## config.mk

```make
export PLATFORM = sky130hd
export DESIGN_NAME = rgb_fade_seq
export DESIGN_NICKNAME = d
export VERILOG_FILES = /design/src/rtl/rgb_fade_seq.sv
export SDC_FILE = /design/constraint.sdc
export NUM_CORES = 1
export LEC_CHECK = 0
export CORE_ASPECT_RATIO = 1.5
export CORE_UTILIZATION = 50
export CTS_BUF_LIST = sky130_fd_sc_hd__clkbuf_16
export CTS_CLUSTER_SIZE = 16
export DETAILED_ROUTE_END_ITERATION = 10
export GPL_TIMING_DRIVEN = 0
export MAX_ROUTING_LAYER = met4
export PLACE_DENSITY_LB_ADDON = 0.12
export SLEW_MARGIN = 5
export SYNTH_ARGS = -nofsm -noshare
export SYNTH_HDL_FRONTEND = slang
export SYNTH_SLANG_ARGS = --single-unit
```

## constraint.sdc

```tcl
create_clock -name iclk -period 5.4 [get_ports iclk]
set_input_delay 0.81 -clock iclk [delete_from_list [all_inputs] [get_ports iclk]]
set_output_delay 0.81 -clock iclk [all_outputs]
set_load 0.005 [all_outputs]
```

## src/rtl/rgb_fade_seq.sv

```systemverilog
// Six-colour palette sequencer feeding the RGB PWM comparator: holds each colour
// for HOLD_TICKS ticks, then fades one LSB per tick per channel toward the next.
module rgb_fade_seq #(
    parameter int unsigned TICK_DIV   = 12000,
    parameter int unsigned HOLD_TICKS = 500
) (
    input  logic       iclk,
    input  logic       irst,
    input  logic       inext,
    input  logic       ipause,
    output logic [7:0] owvduty_r,
    output logic [7:0] owvduty_g,
    output logic [7:0] owvduty_b,
    output logic [2:0] owvidx,
    output logic       ostep,
    output logic       ofading
);
    localparam logic [0:0]  ST_HOLD   = 1'b0;
    localparam logic [0:0]  ST_FADE   = 1'b1;
    localparam logic [31:0] TICK_LAST = 32'(TICK_DIV - 1);
    localparam logic [15:0] HOLD_LAST = 16'(HOLD_TICKS - 1);

    logic [31:0] r_tcnt;
    logic [0:0]  r_state;
    logic [15:0] r_hcnt;
    logic [2:0]  r_idx;
    logic [2:0]  r_tidx;
    logic [7:0]  r_duty_r;
    logic [7:0]  r_duty_g;
    logic [7:0]  r_duty_b;
    logic        r_step;

    logic        w_tick;
    logic [23:0] w_cur_duty;
    logic [23:0] w_target;
    logic [23:0] w_fade_duty;
    logic [0:0]  w_nxt_state;
    logic [15:0] w_nxt_hcnt;
    logic [2:0]  w_nxt_idx;
    logic [2:0]  w_nxt_tidx;
    logic [23:0] w_nxt_duty;
    logic        w_nxt_step;

    function automatic logic [23:0] pal_color(input logic [2:0] idx);
        logic [23:0] c;
        case (idx)
            3'd0:    c = 24'hFF0000;
            3'd1:    c = 24'hFFFF00;
            3'd2:    c = 24'h00FF00;
            3'd3:    c = 24'h00FFFF;
            3'd4:    c = 24'h0000FF;
            3'd5:    c = 24'hFF00FF;
            default: c = 24'hFF0000;
        endcase
        return c;
    endfunction

    function automatic logic [2:0] idx_inc(input logic [2:0] idx);
        logic [2:0] n;
        if (idx >= 3'd5) begin
            n = 3'd0;
        end else begin
            n = idx + 3'd1;
        end
        return n;
    endfunction

    // Never overshoots the target, so no saturation logic is needed.
    function automatic logic [7:0] step_toward(input logic [7:0] cur, input logic [7:0] tgt);
        logic [7:0] n;
        if (cur < tgt) begin
            n = cur + 8'd1;
        end else if (cur > tgt) begin
            n = cur - 8'd1;
        end else begin
            n = cur;
        end
        return n;
    endfunction

    assign w_tick      = (r_tcnt == TICK_LAST) && !ipause;
    assign w_cur_duty  = {r_duty_r, r_duty_g, r_duty_b};
    assign w_target    = pal_color(r_tidx);
    assign w_fade_duty = {step_toward(r_duty_r, w_target[23:16]),
                          step_toward(r_duty_g, w_target[15:8]),
                          step_toward(r_duty_b, w_target[7:0])};

    // Tick divider: frozen while paused, wraps at TICK_DIV-1.
    always_ff @(posedge iclk) begin
        if (irst) begin
            r_tcnt <= 32'd0;
        end else if (ipause) begin
            r_tcnt <= r_tcnt;
        end else if (r_tcnt >= TICK_LAST) begin
            r_tcnt <= 32'd0;
        end else begin
            r_tcnt <= r_tcnt + 32'd1;
        end
    end

    // Next-state logic; an advance request outranks a coincident tick.
    always_comb begin
        w_nxt_state = r_state;
        w_nxt_hcnt  = r_hcnt;
        w_nxt_idx   = r_idx;
        w_nxt_tidx  = r_tidx;
        w_nxt_duty  = w_cur_duty;
        if (inext) begin
            if (r_state == ST_HOLD) begin
                w_nxt_state = ST_FADE;
                w_nxt_tidx  = idx_inc(r_idx);
                w_nxt_hcnt  = 16'd0;
            end else begin
                w_nxt_state = ST_HOLD;
                w_nxt_duty  = w_target;
                w_nxt_idx   = r_tidx;
                w_nxt_hcnt  = 16'd0;
            end
        end else if (w_tick) begin
            case (r_state)
                ST_HOLD: begin
                    if (r_hcnt >= HOLD_LAST) begin
                        w_nxt_state = ST_FADE;
                        w_nxt_tidx  = idx_inc(r_idx);
                    end else begin
                        w_nxt_hcnt = r_hcnt + 16'd1;
                    end
                end
                ST_FADE: begin
                    w_nxt_duty = w_fade_duty;
                    if (w_fade_duty == w_target) begin
                        w_nxt_state = ST_HOLD;
                        w_nxt_idx   = r_tidx;
                        w_nxt_hcnt  = 16'd0;
                    end else begin
                        w_nxt_state = ST_FADE;
                    end
                end
                default: begin
                    w_nxt_state = ST_HOLD;
                    w_nxt_hcnt  = 16'd0;
                end
            endcase
        end else begin
            w_nxt_state = r_state;
        end
        w_nxt_step = (w_nxt_duty != w_cur_duty);
    end

    // Sequencer state and registered outputs.
    always_ff @(posedge iclk) begin
        if (irst) begin
            r_state  <= ST_HOLD;
            r_hcnt   <= 16'd0;
            r_idx    <= 3'd0;
            r_tidx   <= 3'd1;
            r_duty_r <= 8'hFF;
            r_duty_g <= 8'h00;
            r_duty_b <= 8'h00;
            r_step   <= 1'b0;
        end else begin
            r_state  <= w_nxt_state;
            r_hcnt   <= w_nxt_hcnt;
            r_idx    <= w_nxt_idx;
            r_tidx   <= w_nxt_tidx;
            r_duty_r <= w_nxt_duty[23:16];
            r_duty_g <= w_nxt_duty[15:8];
            r_duty_b <= w_nxt_duty[7:0];
            r_step   <= w_nxt_step;
        end
    end

    assign owvduty_r = r_duty_r;
    assign owvduty_g = r_duty_g;
    assign owvduty_b = r_duty_b;
    assign owvidx    = r_idx;
    assign ostep     = r_step;
    assign ofading   = (r_state == ST_FADE);

endmodule

```

== Yosys cells after proc, flatten, opt, wreduce, memory -nomap -nowiden ==
Cells that the tools add are included.

* Output and inout port bits: 29
* Register bits after elaboration: 80
* Input port bits: 4
* Word-level logic and storage cells: 79

* Bitwise gates (word level): 1
* Muxes and demuxes: 32
* Order comparisons: 9
* Reduce and logical (&&, ||, !) cells: 9
* Eq/ne operators: 10
* Add/subtract/negate cells: 9

{| class="wikitable"
|+ Operator list
! operator !! number
|-
| 24-bit case mux with 5 select lines || 1
|-
| 24-bit two-way mux || 4
|-
| 8-bit two-way mux || 6
|-
| 3-bit two-way mux || 11
|-
| 32-bit by 1-bit adder with 32-bit output, second input constant || 1
|-
| 32-bit by 14-bit == test with 1-bit output, second input constant || 1
|-
| 32-bit by 14-bit greater-or-equal comparator with 1-bit output, second input constant || 1
|-
| 16-bit two-way mux || 2
|-
| 32-bit two-way mux || 1
|-
| 16-bit case mux with 2 select lines || 1
|-
| 8-bit by 1-bit adder with 8-bit output, second input constant || 3
|-
| 24-bit == test || 1
|-
| 8-bit > comparator || 3
|-
| 8-bit less-than comparator || 3
|-
| 24-bit inequality test || 1
|-
| 8-bit by 1-bit subtractor with 8-bit output, second input constant || 3
|-
| 16-bit by 1-bit adder with 16-bit output, second input constant || 1
|-
| 16-bit by 9-bit greater-or-equal comparator with 1-bit output, second input constant || 1
|-
| 3-bit AND reduction || 3
|-
| 3-bit by 2-bit == test with 1-bit output, second input constant || 2
|-
| 3-bit == test, second input constant || 2
|-
| 2-bit nonzero test || 3
|-
| 1-bit two-way mux || 5
|-
| 3-bit by 1-bit adder with 3-bit output, second input constant || 1
|-
| other kinds (9) || 9
|}

== Logic depth before layout (Yosys ltp) ==
* Depth in word-level cells: 10
* Mapped depth: 17
* Gate-level depth less buffers: 15

== Worst setup path before layout ==
OpenSTA, ideal clock, no wires.

* Path type: flip-flop to flip-flop
* From: register r_tidx[1]
* To: register r_hcnt[7]
* Arrival: 4.784 ns
* Stages on the path, launching flop included: 18
* Path buffers: 2
* Setup time: 0.071 ns
* Data required time: 5.329 ns
* Period minus slack after synthesis: 4.855 ns
* Setup slack: 0.545 ns
* Cells stage by stage: dfxtp_1 -> nor2b_1 -> a21oi_1 -> clkinv_1 -> ha_1 -> nor2b_1 -> o211a_1 -> o21a_1 -> buf_6 -> or3_4 -> a21boi_2 -> o22ai_1 -> or4_1 -> a222oi_1 -> o21ai_1 -> buf_2 -> or4_1 -> a21oi_1

* Longest elaborated chain between the ends: 8
* Elaborated cells on any way between the ends: 21
* Classes of those cells: order compare (6); eq/ne (7); mux (7); reduce/logical (1)

{| class="wikitable"
|+ RTL lines
! what !! line !! text
|-
| start, declared || 27 || <nowiki>logic [2:0] r_tidx;</nowiki>
|-
| start signal, assigned || 165 || <nowiki>r_tidx <= w_nxt_tidx;</nowiki>
|-
| 3-bit == test (tied with other cells) || 46 || <nowiki>case (idx)</nowiki>
|-
| 24-bit case mux with 5 select lines (*) || 46 ||
|-
| 8-bit > comparator || 73 || <nowiki>end else if (cur > tgt) begin</nowiki>
|-
| 8-bit two-way mux || 73 ||
|-
| 8-bit two-way mux || 71 || <nowiki>if (cur < tgt) begin</nowiki>
|-
| 24-bit == test (*) || 131 || <nowiki>if (w_fade_duty == w_target) begin</nowiki>
|-
| 2-bit by 1-bit inequality test with 1-bit output (no line) (*) || n/a ||
|-
| 3-bit AND reduction (no line) (*) || n/a ||
|-
| end signal, assigned || 163 || <nowiki>r_hcnt <= w_nxt_hcnt;</nowiki>
|-
| end, declared || 25 || <nowiki>logic [15:0] r_hcnt;</nowiki>
|}

Mark *: on every way between the ends. The rest lies on a longest branch, timed or not.
A chain may end at the register's enable or synchronous reset.

== Final worst setup path ==
* From: register r_tidx[0]
* To: register r_hcnt[7]

The elaborated chain is that of the path after synthesis.

==> flow_metrics.tcl <==
set metrics [dict create \
    finalWorstSetupSlack_ps 246 \
    hp-class "reg2reg" \
    peakVddDrop_mv 0.209 \
    fp.dieW_microns 91.4 \
    synth_area_leaders "dfxtp_1 27%, ha_1 7.1%, nor2_1 5.9%" \
    setup_viol 0 \
    critPathLaunchType "flip-flop" \
    cts-htree-levels 3 \
    core-area_sq_um 11600 \
    syn-num-nets 834 \
    wl_met3_mm 1.06 \
    drc 0 \
    ys_seq_area_share_pct 26.7 \
    finClkSkew_ps 10.7 \
    hold_viol 0 \
    antenna_found_initial 0 \
    worstPathCellList "nor2_1 -> or2_2 -> clkinv_1 -> ha_1 -> and4_1 -> a21oi_1 -> and3_1 -> a21boi_1 -> a32oi_1 -> xnor2_1 -> or4_1 -> a222oi_1 -> buf_4 -> o21ai_1 -> buf_2 -> or4_1 -> a21oi_1" \
    grt_pass1_vias 6400 \
    top_layer_used "met4" \
    rsz0062_at_grt "false" \
    synth_common_cells "95 x nor2_1, 80 x dfxtp_1, 58 x nand2_1" \
    wl_mm 18.9 \
    power.density_nw_per_um2 250 \
    synth_area_leader_cell "dfxtp_1" \
    wl_met1_mm 7.23 \
    placement.io_buffers 31 \
    diodes 0 \
    worstMarginPinSlew_ps 863 \
    drt-initial-drc-count 533 \
    cts_tree "yes" \
    area_delta_synth_final_pct 14.0 \
    grt_pass1_wl_mm 30.9 \
    final_max_slew_viol_count 0 \
    synthCells 796 \
    syn_area_per_cell_sq_um 7.53 \
    synth_cell_type_count 77 \
    row_count 48 \
    crit_required_ps 5670 \
    clk_pin_slew_ps 60 \
    yosysWarnings 0 \
    place_congestion 0.936 \
    cts_made_buffers 9 \
    path_buf_inv 3 \
    wl_met2_mm 9.41 \
    period_share_pct 95.4 \
    drt_pass1_iterations 5 \
    cp-end-kind "flip-flop" \
    post-route-min-period_ps 5150 \
    outcome "finished clean" \
    cpPeakStageDelay_ps 560 \
    cts.sinks 80 \
    routedWlPerCell_microns 19.0 \
    cp_top_family "simple AND/OR/NAND/NOR gates" \
    finalPower_w 0.00171 \
    track_usage_pct 32.1 \
    ys.flop_type "dfxtp_1" \
    clk_latency_ps 340 \
    hpwl_mm 14.3 \
    post-place-ws_ps -1380 \
    cap_violations 0 \
    worst_path_max_delay_cell "or4_1" \
    ant_nets 0 \
    timing.fmax_mhz 194 \
    root_buffer "clkbuf_16" \
    max_slew_margin_pct 42.0 \
    initial_core_util_pct 51.7 \
    die_area_sq_um 12400 \
    leakage_nw 2.64 \
    synth.cell_area_sq_um 6000 \
    ios 33 \
    arrival_ps 5420 \
    post_drt_via_cell_ratio 6.55 \
    yosysMostFrequentCell "nor2_1" \
    path_max_fanout 11 \
    drive_gt1_share_pct 6.06 \
    layout.nets 876 \
    clockBufferDepth 2 \
    die_h_microns 136 \
    synth_top_area_share_pct 26.7 \
    critical_path_class "reg2reg" \
    ys_ff_latch 80 \
    async_reset_ff_share_pct 0 \
    fill_cells 1068 \
    overflow 0 \
    synth_edf_count 0 \
    grt_max_degree 16 \
    vias 6495 \
]
final timing paths:
path,slack [ps],cells after the start,from,end
setup reg to reg,250,17,r_tidx[0],r_hcnt[7]
hold reg to reg,480,1,r_hcnt[9],r_hcnt[9]
hold / removal,480,1,r_hcnt[9],r_hcnt[9]
setup / recovery,250,17,r_tidx[0],r_hcnt[7]
cells by family after synthesis:
logic type | count (synthesis) | synth area share, %
AND/OR/NAND/NOR | 345 | 29.6
AO/OA/AOI/OAI | 229 | 26.1
flip-flops | 80 | 26.7
buffers and inverters | 68 | 4.49
adder cells (fa/ha/maj) | 34 | 7.09
XOR/XNOR | 33 | 4.82
multiplexers | 7 | 1.19
per-layer routing:
metal,vias to the layer above,track usage (%)
met2,277,56.1
met3,88,4.03
met4,0,22.0
met5,-,-
li1,3086,-
met1,3044,33.5
state kept, by name (all words and copies together), names as in the netlist:
signal and cells:
r_tidx 3, r_tcnt 32, ofading 1, ostep 1, owvduty_g 8, r_hcnt 16, owvduty_b 8, owvduty_r 8
owvidx 3
repair_timing:
| item | in CTS | in global routing |
|---|---|---|
| endpoints found under the setup margin | 16 | 7 |
| resized for setup | 6 | 7 |
| hold buffers | 0 | 0 |
| setup buffers | 2 | 0 |
| pin swaps | 1 | 1 |
layout make-up:
type | count | area [sq um] | share of cell area, %
Buffer | 41 | 168 | 2.45
Clock buffer | 9 | 225 | 3.29
Clock inverter | 6 | 61.3 | 0.896
Inverter | 25 | 96.3 | 1.41
Multi-Input combinational cell | 648 | 4170 | 61.0
Sequential cell | 80 | 1600 | 23.4
Tap cell | 150 | 188 | 2.74
Timing Repair Buffer | 33 | 325 | 4.76
layout by cell type (no fill, tap or decap), types with 8 or more instances in the layout:
cell type	count
nor2_1	95
dfxtp_1	80
nand2_1	58
a21oi_1	55
o21ai_0	39
clkbuf_1	34
ha_1	34
clkdlybuf4s50_1	31
nand3_1	29
nor3_1	26
nand4_1	25
and3_1	25
inv_1	24
xor2_1	17
xnor2_1	16
nor4_1	14
o211ai_1	12
nor2b_1	11
and2_1	10
or3_1	10
or4_1	10
o21a_1	9
clkbuf_16	9
a31oi_1	8
through the flow:
stage	hold slack, ps	util [%]	instance area (sq um)	TNS [ps]	instances
global route	491	59.0	6840	0	992
detailed placement	468	56.0	6490	-16610	977
floorplan	452	-	6000	0	796
finish	481	59.0	6840	0	992
CTS	484	58.8	6820	0	993
global placement	459	56.0	6490	-14440	977
where the power goes:
group          switching, W  internal [W]  total, W
Clock              0.000248      0.000354  0.000602
Combinational      0.000304      0.000174  0.000478
Sequential        0.0000229      0.000604  0.000627
Note: power is estimated with default switching activity, not from simulation.
